**src/rtl/truth_table_sweeper.sv**
```systemverilog
// Steps a 3-input gate through all eight input rows, samples its output after a
// settle period per row and reports the assembled MSB-first truth table.
module truth_table_sweeper #(
    parameter int         SETTLE_CYCLES = 4,
    parameter logic [7:0] EXPECTED      = 8'hC0,
    parameter int         CNT_W         = 8
) (
    input  logic       clk,
    input  logic       rst,
    input  logic       start,
    input  logic       abort,
    input  logic       gate_out,
    output logic       gate_in1,
    output logic       gate_in2,
    output logic       gate_in3,
    output logic       busy,
    output logic       done,
    output logic [7:0] table_out,
    output logic       match
);

    typedef enum logic [1:0] {IDLE, RUN, FINISH} state_t;

    localparam logic [CNT_W-1:0] CNT_LAST = CNT_W'(SETTLE_CYCLES - 1);

    state_t           state, state_nxt;
    logic [2:0]       row, row_nxt;
    logic [CNT_W-1:0] cnt, cnt_nxt;
    logic [7:0]       shift_q, shift_nxt;
    logic [7:0]       table_q, table_nxt;
    logic             match_q, match_nxt;
    logic [7:0]       shifted;
    logic             sample;

    assign shifted = {shift_q[6:0], gate_out};
    assign sample  = (cnt == CNT_LAST);

    always_ff @(posedge clk) begin
        if (rst) begin
            state   <= IDLE;
            row     <= 3'd0;
            cnt     <= '0;
            shift_q <= 8'h00;
            table_q <= 8'h00;
            match_q <= 1'b0;
        end else begin
            state   <= state_nxt;
            row     <= row_nxt;
            cnt     <= cnt_nxt;
            shift_q <= shift_nxt;
            table_q <= table_nxt;
            match_q <= match_nxt;
        end
    end

    always_comb begin
        state_nxt = state;
        row_nxt   = row;
        cnt_nxt   = cnt;
        shift_nxt = shift_q;
        table_nxt = table_q;
        match_nxt = match_q;
        case (state)
            IDLE: begin
                // abort has priority over a simultaneous start
                if (start && !abort) begin
                    state_nxt = RUN;
                    row_nxt   = 3'd0;
                    cnt_nxt   = '0;
                    shift_nxt = 8'h00;
                end
            end
            RUN: begin
                if (abort) begin
                    state_nxt = IDLE;
                    row_nxt   = 3'd0;
                    cnt_nxt   = '0;
                    shift_nxt = 8'h00;
                end else if (sample) begin
                    shift_nxt = shifted;
                    cnt_nxt   = '0;
                    if (row == 3'd7) begin
                        // publish on the final sample edge so table_out is valid with done
                        state_nxt = FINISH;
                        table_nxt = shifted;
                        match_nxt = (shifted == EXPECTED);
                    end else begin
                        row_nxt = row + 3'd1;
                    end
                end else begin
                    cnt_nxt = cnt + CNT_W'(1);
                end
            end
            FINISH: begin
                state_nxt = IDLE;
                row_nxt   = 3'd0;
            end
            default: state_nxt = IDLE;
        endcase
    end

    assign {gate_in1, gate_in2, gate_in3} = (state == RUN) ? row : 3'b000;
    assign busy      = (state == RUN);
    assign done      = (state == FINISH);
    assign table_out = table_q;
    assign match     = match_q;

endmodule

```
**config.mk**
```make
export PLATFORM = sky130hd
export DESIGN_NAME = truth_table_sweeper
export DESIGN_NICKNAME = d
export VERILOG_FILES = /design/src/rtl/truth_table_sweeper.sv
export SDC_FILE = /design/constraint.sdc
export NUM_CORES = 1
export LEC_CHECK = 0
export CAP_MARGIN = 25
export CORE_MARGIN = 2
export CORE_UTILIZATION = 39
export CTS_CLUSTER_SIZE = 24
export DETAILED_ROUTE_END_ITERATION = 8
export DONT_BUFFER_PORTS = 1
export GPL_ROUTABILITY_DRIVEN = 1
export PLACE_DENSITY_LB_ADDON = 0.12
export SKIP_CTS_REPAIR_TIMING = 1
export SLEW_MARGIN = 0
export SYNTH_ARGS = -nofsm -noshare
export SYNTH_HDL_FRONTEND = slang
export SYNTH_SLANG_ARGS = --single-unit
```
**constraint.sdc**
```tcl
create_clock -name clk -period 2.3 [get_ports clk]
set_input_delay 0.115 -clock clk [delete_from_list [all_inputs] [get_ports clk]]
set_output_delay 0.115 -clock clk [all_outputs]
set_load 0.02 [all_outputs]
```
After elaboration in Yosys (flattened, before gate mapping). Cells that the tools add are included.

Register bits: 29. Bits in latches: 0. RAM bits: 0. ROM bits: 0. Input bits: 5. Output and inout port bits: 14. Logic and storage cells: 46. Memories kept: 0.

Add/sub/neg operators: 2. Multiply operators: 0. Divide/modulo/power cells: 0. Magnitude comparators: 0. Equal/unequal tests: 9. Shift-type cells: 0. Multiplexer cells: 18. Bitwise logic cells: 1. Reductions and logical operators: 10.

Operator list (count): $mux W8 (3); $pmux W8 S2 (1); $mux W3 (5); $mux W7 (2); $pmux W7 S2 (1); $pmux W3 S3 (1); $add A8 B1 Y8 const B (1); $eq A8 B2 Y1 const B (1); $eq A8 B8 Y1 const B (1); $mux W2 (4); $reduce_and A4 Y1 (2); $ne A3 B2 Y1 const B (2); $reduce_and A3 Y1 (2); $pmux W2 S2 (1); $add A3 B1 Y3 const B (1); $eq A3 B3 Y1 const B (1); $ne A3 B3 Y1 const B (1); $reduce_bool A3 Y1 (1); $eq A2 B1 Y1 const B (1); $eq A2 B2 Y1 const B (1); $logic_not A2 Y1 (1); $ne A2 B2 Y1 const B (1); $reduce_and A2 Y1 (1); $reduce_bool A2 Y1 (1); 3 further kinds (3).

Longest topological paths before layout. Gate-level depths: netlist of run 1.

Depth after elaboration: 5. Depth in mapped cells: 6. Mapped depth without buffers: 5.

Worst setup path after synthesis of run 1. OpenSTA, ideal clock, no wires.

Kind: flip-flop to flip-flop. Start point: reg cnt[0]. End point: reg row[1]. Library setup time: 0.126 ns. Arrival time: 1.514 ns. Data required time: 2.174 ns. Slack: 0.660 ns. Stages on the path, launching flop included: 6. Path buffers: 0. Clock period less this slack: 1.640 ns. Cell sequence: dfxtp_1 > ha_1 > or4b_4 > or3_1 > nand3_1 > o211ai_1.

Cells in the longest elaborated chain, start to end: 3.

RTL lines: start, declared (RTL line 28) `logic [CNT_W-1:0] cnt, cnt_nxt;`; start signal, assigned (RTL line 49) `cnt <= cnt_nxt;`; $eq A8 B2 Y1 (RTL line 36) `assign sample = (cnt == CNT_LAST);`; $ne A3 B2 Y1 (no source line); $reduce_and A4 Y1 (no source line); end signal, assigned (RTL line 48) `row <= row_nxt;`; end, declared (RTL line 27) `logic [2:0] row, row_nxt;`.

No other way between the ends. A chain may end at the register's enable or synchronous reset.

Worst setup path in the final report of run 1.
Start point: reg state[0]. End point: out gate_in1.

Cells in the longest elaborated chain, start to end: 2.

RTL lines: start, declared (RTL line 26) `state_t state, state_nxt;`; start signal, assigned (RTL line 47) `state <= state_nxt;`; $eq A2 B1 Y1; net busy (RTL line 16) `output logic busy,`; $mux W3 (RTL line 102) `assign {gate_in1, gate_in2, gate_in3} = (state == RUN) ? row : 3'b000;`; end, declared (RTL line 13) `output logic gate_in1,`.

The timed path passes the listed nets, and every way through them passes these cells.

==> summary.md, run 1 <==
| Metric | Value |
|---|---|
| Status | finished with violations |
| Failing checks | hold timing |
| # H-tree levels | 2 |
| Met1 usage | about a fifth |
| RSZ-0062 raised after global routing | no |
| Worst setup EP type | primary output |
| Die height | 61.7 µm |
| Clock sinks | 29 |
| Crit path from | state[0]$_SDFFE_PP0P_ |
| Vias in the first global route | 889 |
| Fmax | 0.532 GHz |
| CTS tree | yes |
| Power Dens Cells | 733 mW/mm² |
| Post-synth top cells | 29 x dfxtp_1, 21 x nand2_1, 9 x a21oi_1, 9 x nor2_1, 7 x a22o_1 |
| HPWL after detailed placement | 1810 µm |
| Hold crit path type | primary input to flip-flop |
| CTS buffer count | 5 |
| Top FF cell, synth | dfxtp_1 |
| EDFF count, synth | 0 |
| Count leader, synth | dfxtp_1 |
| Final setup fails | 0 |
| Router iterations before antenna repair | 4 |
| Hold WS | -4.05 ps |
| Synth area leaders | dfxtp_1 45%, nand2_1 6.1%, a22o_1 4.7% |
| Minimum clock period after layout | around 1900 ps |
| GRT Overall Usage | 15.3% |
| Slew @ Worst Pin | between 500 and 600 ps |
| Site Rows | 20 |
| Final period util | between 80% and 90% |
| Critical path type | flip-flop to primary output |
| CP arrival | 1770 ps |
| Cell taking the most area after synthesis | dfxtp_1 |
| DR vias/cell | 5.42 |
| Clock Path Buffers | 2 |
| Total Wirelength | 2680 µm |
| Die W | 61.7 µm |
| Worst rel slew slack | 62.9% |
| Post-synthesis area per instance | 9.13 µm² |
| Slew Limit Fails | 0 |
| Starting Density | 41.8% |
| Sequential share of the synthesized area | 44.8% |
| Clock Latency Late Sink | 340 ps |
| Buffers & Inverters on Critical Path | 0 |
| Final ANT Viol Nets | 0 |
| Post-synth net total | 150 |
| Leakage Power | 0.510 nW |
| Cell chain of the critical path | nor2b_1, and2_1 |
| Worst slack, placed | around 530 ps |
| Max incr delay on CP | between 500 and 600 ps |
| Global route hottest layer | met2 |
| Library cells used by synthesis | 37 |
| Synth Warn # | 0 |
| Share of post-route cells with drive strength above 1 | 8.84% |
| Maxcap violations | 0 |
| Min-delay src | start |
| Core area | 0.00310 mm² |
| Share of the synthesized area in the top cell type | 44.8% |
| Setup Skew | 15.5 ps |
| Reg-to-reg startpoint | cnt[1]$_SDFFE_PP0P_ |
| Worst Slack Setup Final | around 420 ps |
| Largest fanout on the critical path | 15 |
| Max IR drop VDD | around 0.00034 V |
| # port buffers | 0 |
| Fraction of registers with async set or reset after synthesis | 0% |
| CP max-delay cell | dfxtp_1 |
| Layout area overhead | 12.5% |
| Post-Place Cell Area | 0.00133 mm² |
| Diode count | 0 |
| Worst Path Required | 2180 ps |
| Post-Syn Instances | between 100 and 150 |
| Delay-heaviest family, CP | simple AND/OR/NAND/NOR gates |
| Root Driver | clkbuf_4 |
| Largest net degree at the start of global routing | 19 |
| Drt drc | 0 |
| Wire per inst | 14.0 µm |
| Io pins | 19 |
| Setup TNS Final | 0 ps |
| Placed Cells | 180 |
| Final hold violation count | 1 |
| Die area | 0.00380 mm² |
| Initial antenna violation count | 0 |
| DRT iter0 DRCs | 49 |
| Clock slew at reported path FFs | 90 ps |
| Post-layout instance area | 0.00146 mm² |
| Total gr overflow | 0 |
| Met2 Usage GRT | 20.8% |
| Global-route wire length before repair | between 4000 and 5000 µm |
| Layout Nets | 154 |
| Routed vias | 1,036 |
| Synthesized flop and latch total | 29 |
| Final Core Density | around 47% |
| Met3 Usage GRT | under 10% |
| Critical Path Start Type | flip-flop |
| Layout Cells excl Fill | 191 |
| Synthesized cell area | 0.00130 mm² |
| Gpl congestion | between 0.7 and 0.8 |
[kinds of logic after synthesis]
| kind of cell | Yosys count | synth area share (%) |
|---|---|---|
| adders and majority gates | 3 | 2.90 |
| buffers and inverters | 9 | 2.80 |
| and+or+nand+nor | 62 | 27.1 |
| AOI/OAI and AO/OA | 32 | 17.6 |
| DFF | 29 | 44.8 |
| muxes | 1 | 0.772 |
| xor gates and xnor gates | 6 | 4.05 |
[power breakdown]
part	internal, mW	switching (mW)	leakage [nW]
sequential	0.503	0.00331	0.234
combinational	0.0115	0.0203	0.221
clock	0.336	0.195	0.0552
[cells in the final DEF (no fill, tap or decap), types with 4 or more instances in the layout]
cell and instances:
a22o_1 7, nand2_1 21, a21oi_1 9, nor2_1 9, xor2_1 6, o2111ai_1 4
nor2b_1 5, nand3_1 4, clkbuf_4 5, dfxtp_1 29
[sequential cells by signal, indices dropped and copies added (netlist names)]
register / cells
shift_q: 7
match: 1
row: 3
cnt: 8
table_out: 8
state: 2
[final timing paths]
kind | endpoint | slack [ps] | depth (start not counted)
worst max-delay path | gate_in1 | 420 | 2
worst min-delay path | state[0]$_SDFFE_PP0P_ | -4 | 2
worst min register to register | table_out[7]$_SDFFE_PP0P_ | 490 | 2
worst max register to register | cnt[6]$_SDFFE_PP0P_ | 500 | 5
[routing by layer]
metal / routed length [µm] / share of wire (%)
met3: 103 / 3.8
met1: 1350 / 50
met2: 1190 / 44
met5: 0 / 0
met4: 40 / 1.5
[through the flow]
| step | hold WS (ps) | power (mW) |
|---|---|---|
| floorplan | 193 | 0.541 |
| global placement | 186 | 0.541 |
| detailed placement | 188 | 0.541 |
| CTS | -184 | 1.07 |
| global route | 29.3 | 1.10 |
| finish | -4.05 | 1.07 |
[area by class of cell]
| type | count | area (µm²) |
|---|---|---|
| Fill cell | 318 | 1640 |
| Timing Repair Buffer | 3 | 30.0 |
| Multi-Input combinational cell | 104 | 679 |
| Inverter | 3 | 11.3 |
| Sequential cell | 29 | 581 |
| Clock buffer | 5 | 37.5 |
| Clock inverter | 3 | 65.1 |
| Tap cell | 44 | 55.1 |
No activity file was read; power rests on OpenSTA's default activity.
==> run 2, diff against run 1 <==
==> constraint.sdc (replaced) <==
create_clock -name clk -period 1.9 [get_ports clk]
set_input_delay 0.095 -clock clk [delete_from_list [all_inputs] [get_ports clk]]
set_output_delay 0.095 -clock clk [all_outputs]
set_load 0.02 [all_outputs]
==> run 2 against run 1 <==
  * The flow now finishes without violations
  * Utilization rose by 0.20 points
  * Total power rose by 1.0%
  * Combinational power rose by 49%
  * Critical path type is now flip-flop to flip-flop
  * Largest cell class unchanged
==> summary.md, run 2 (synthesized netlist as in run 1, its figures left out) <==
| Metric | Value |
|---|---|
| CP arrival | 2010 ps (was 1770 ps) |
| Global-route wire length before repair | 4270 µm (was 4140 µm) |
| Power Dens Cells | 738 mW/mm² (was 733 mW/mm²) |
| # port buffers | 0 (unchanged) |
| Max incr delay on CP | 390 ps (was 580 ps) |
| R2R cell count | 5 (unchanged) |
| CP max-delay cell | nor4b_2 (was dfxtp_1) |
| Leakage Power | 0.521 nW (was 0.510 nW) |
| Clock Path Buffers | 2 (unchanged) |
| Io pins | 19 (unchanged) |
| Gpl congestion | 0.766 (was 0.764) |
| DR vias/cell | 5.25 (was 5.42) |
| Status | finished, final reports clean (was finished with violations) |
| Maxcap violations | 0 (unchanged) |
| Die W | 61.7 µm (unchanged) |
| Diode count | 0 (unchanged) |
| Worst Slack Setup Final | 109 ps (was 419 ps) |
| Hold depth | 2 (unchanged) |
| Min-delay src | start (unchanged) |
| Site Rows | 20 (unchanged) |
| Reg-to-reg startpoint | cnt[0]$_SDFFE_PP0P_ (was cnt[1]$_SDFFE_PP0P_) |
| Critical path type | flip-flop to flip-flop (was flip-flop to primary output) |
| Reg2Reg Setup Slack | 110 ps (was 500 ps) |
| Minimum clock period after layout | 1790 ps |
| Largest fanout on the critical path | 7 (was 15) |
| HPWL after detailed placement | 1820 µm (was 1810 µm) |
| GRT Overall Usage | 15.6% (was 15.3%) |
| DRT iter0 DRCs | 36 (was 49) |
| Most frequent cells in the layout | 29 x dfxtp_1, 21 x nand2_1, 9 x a21oi_1, 9 x nor2_1, 7 x a22o_1 (unchanged) |
| Met3 WL post-DR | 70 µm (was 103 µm) |
| Clock sinks | 29 (unchanged) |
| Initial antenna violation count | 0 (unchanged) |
| Largest net degree at the start of global routing | 19 (unchanged) |
| Wire per inst | 13.6 µm (was 14.0 µm) |
| Share of post-route cells with drive strength above 1 | 12.5% (was 8.84%) |
| Slew Limit Fails | 0 (unchanged) |
| Total gr overflow | 0 (unchanged) |
| Worst Path Required | 2120 ps (was 2180 ps) |
| Most common cell after layout, fill and taps aside | dfxtp_1 (unchanged) |
| Hold WS | 18.9 ps (was -4.05 ps) |
| Worst slack, placed | 150 ps (was 530 ps) |
| Layout Nets | 159 (was 154) |
| Total Wirelength | 2660 µm (was 2680 µm) |
| Root Driver | clkbuf_4 (unchanged) |
| Setup Skew | 9.15 ps (was 15.5 ps) |
| Drt drc | 0 (unchanged) |
| CTS buffer count | 5 (unchanged) |
| RSZ-0062 raised after global routing | yes (was no) |
| # H-tree levels | 2 (unchanged) |
| DR top layer | met4 (unchanged) |
| Slew @ Worst Pin | 501 ps (was 556 ps) |
| Routed vias | 1,029 (was 1,036) |
| Reg-to-reg endpoint | shift_q[3]$_SDFFE_PP0P_ (was cnt[6]$_SDFFE_PP0P_) |
| Clock Latency Late Sink | 310 ps (was 340 ps) |
| Worst rel slew slack | 66.3% (was 62.9%) |
| Crit path from | cnt[0]$_SDFFE_PP0P_ (was state[0]$_SDFFE_PP0P_) |
| Wire length on met1 | 1370 µm (was 1350 µm) |
| Router iterations before antenna repair | 4 (unchanged) |
| Met2 Wirelength | 1190 µm (about the same) |
| Die height | 61.7 µm (unchanged) |
| Hold crit path type | primary input to flip-flop (unchanged) |
| Critical Path Start Type | flip-flop (unchanged) |
| Vias in the first global route | 910 (was 889) |
| Clock slew at reported path FFs | 90 ps (about the same) |
| Fmax | 0.558 GHz |
| Final ANT Viol Nets | 0 (unchanged) |
| Die area | 0.00380 mm² (unchanged) |
| Core area | 0.00310 mm² (unchanged) |
| Cell chain of the critical path | ha_1, nor4b_2, a21boi_1, o21ba_2, a22o_1 (was nor2b_1, and2_1) |
| Worst setup EP type | flip-flop (was primary output) |
| Final hold violation count | 0 (was 1) |
| Layout area overhead | 13.0% (was 12.5%) |
| Sink of the worst hold path | state[0]$_SDFFE_PP0P_ (unchanged) |
| Final setup fails | 0 (unchanged) |
| Starting Density | 41.8% (unchanged) |
| Final period util | between 90% and 100% |
| CTS tree | yes (unchanged) |
| Max IR drop VDD | 0.000507 V (was 0.000343 V) |
## run 2: how the worst max path moves through the flow
stage,slack (ps),endpoint
floorplan,260,row[1]$_SDFFE_PP0P_
global placement,200,row[1]$_SDFFE_PP0P_
detailed placement,150,shift_q[4]$_SDFFE_PP0P_
CTS,110,shift_q[2]$_SDFFE_PP0P_
global route,-0.08,shift_q[6]$_SDFFE_PP0P_
finish,110,shift_q[3]$_SDFFE_PP0P_
## run 2: where the power goes
| part | switching [mW] | internal, mW |
|---|---|---|
| logic | 0.0278 | 0.0196 |
| registers | 0.00213 | 0.609 |
| clock network | 0.208 | 0.214 |
## run 2: final cells by class
class | instances | area, µm²
clock inverter | 1 | 5.00
clock buffer | 7 | 65.1
sequential | 29 | 581
multi-input combinational | 104 | 681
inverter | 3 | 11.3
timing repair buffer | 8 | 67.6
fill | 325 | 1640
tap | 44 | 55.1
## run 2: per-stage QoR
stage / util [%] / cell area, µm² / TNS, ps / total power, mW / std cells
detailed placement: 44.0 / 1360 / 0 / 0.662 / 185
floorplan: - / 1300 / 0 / 0.654 / 142
CTS: 46.2 / 1430 / 0 / 1.09 / 193
finish: 47.2 / 1470 / 0 / 1.08 / 196
global route: 47.2 / 1470 / -0.0828 / 1.13 / 196
global placement: 44.0 / 1360 / 0 / 0.662 / 185
## run 2: critical path: cells and delay by family (launching register included)
kind | cells | cell delay (ps)
and+or+nand+nor | 1 | 390
DFF | 1 | 380
adders and majority gates | 1 | 190
AOI/OAI and AO/OA | 3 | 720
## run 2: layer usage
metal / global-route usage [%] / up-vias
li1: - / 533
met1: 20.9 / 480
met4: 6.38 / 0
met3: 6.09 / 4
met2: 22.4 / 12
met5: 0 / -
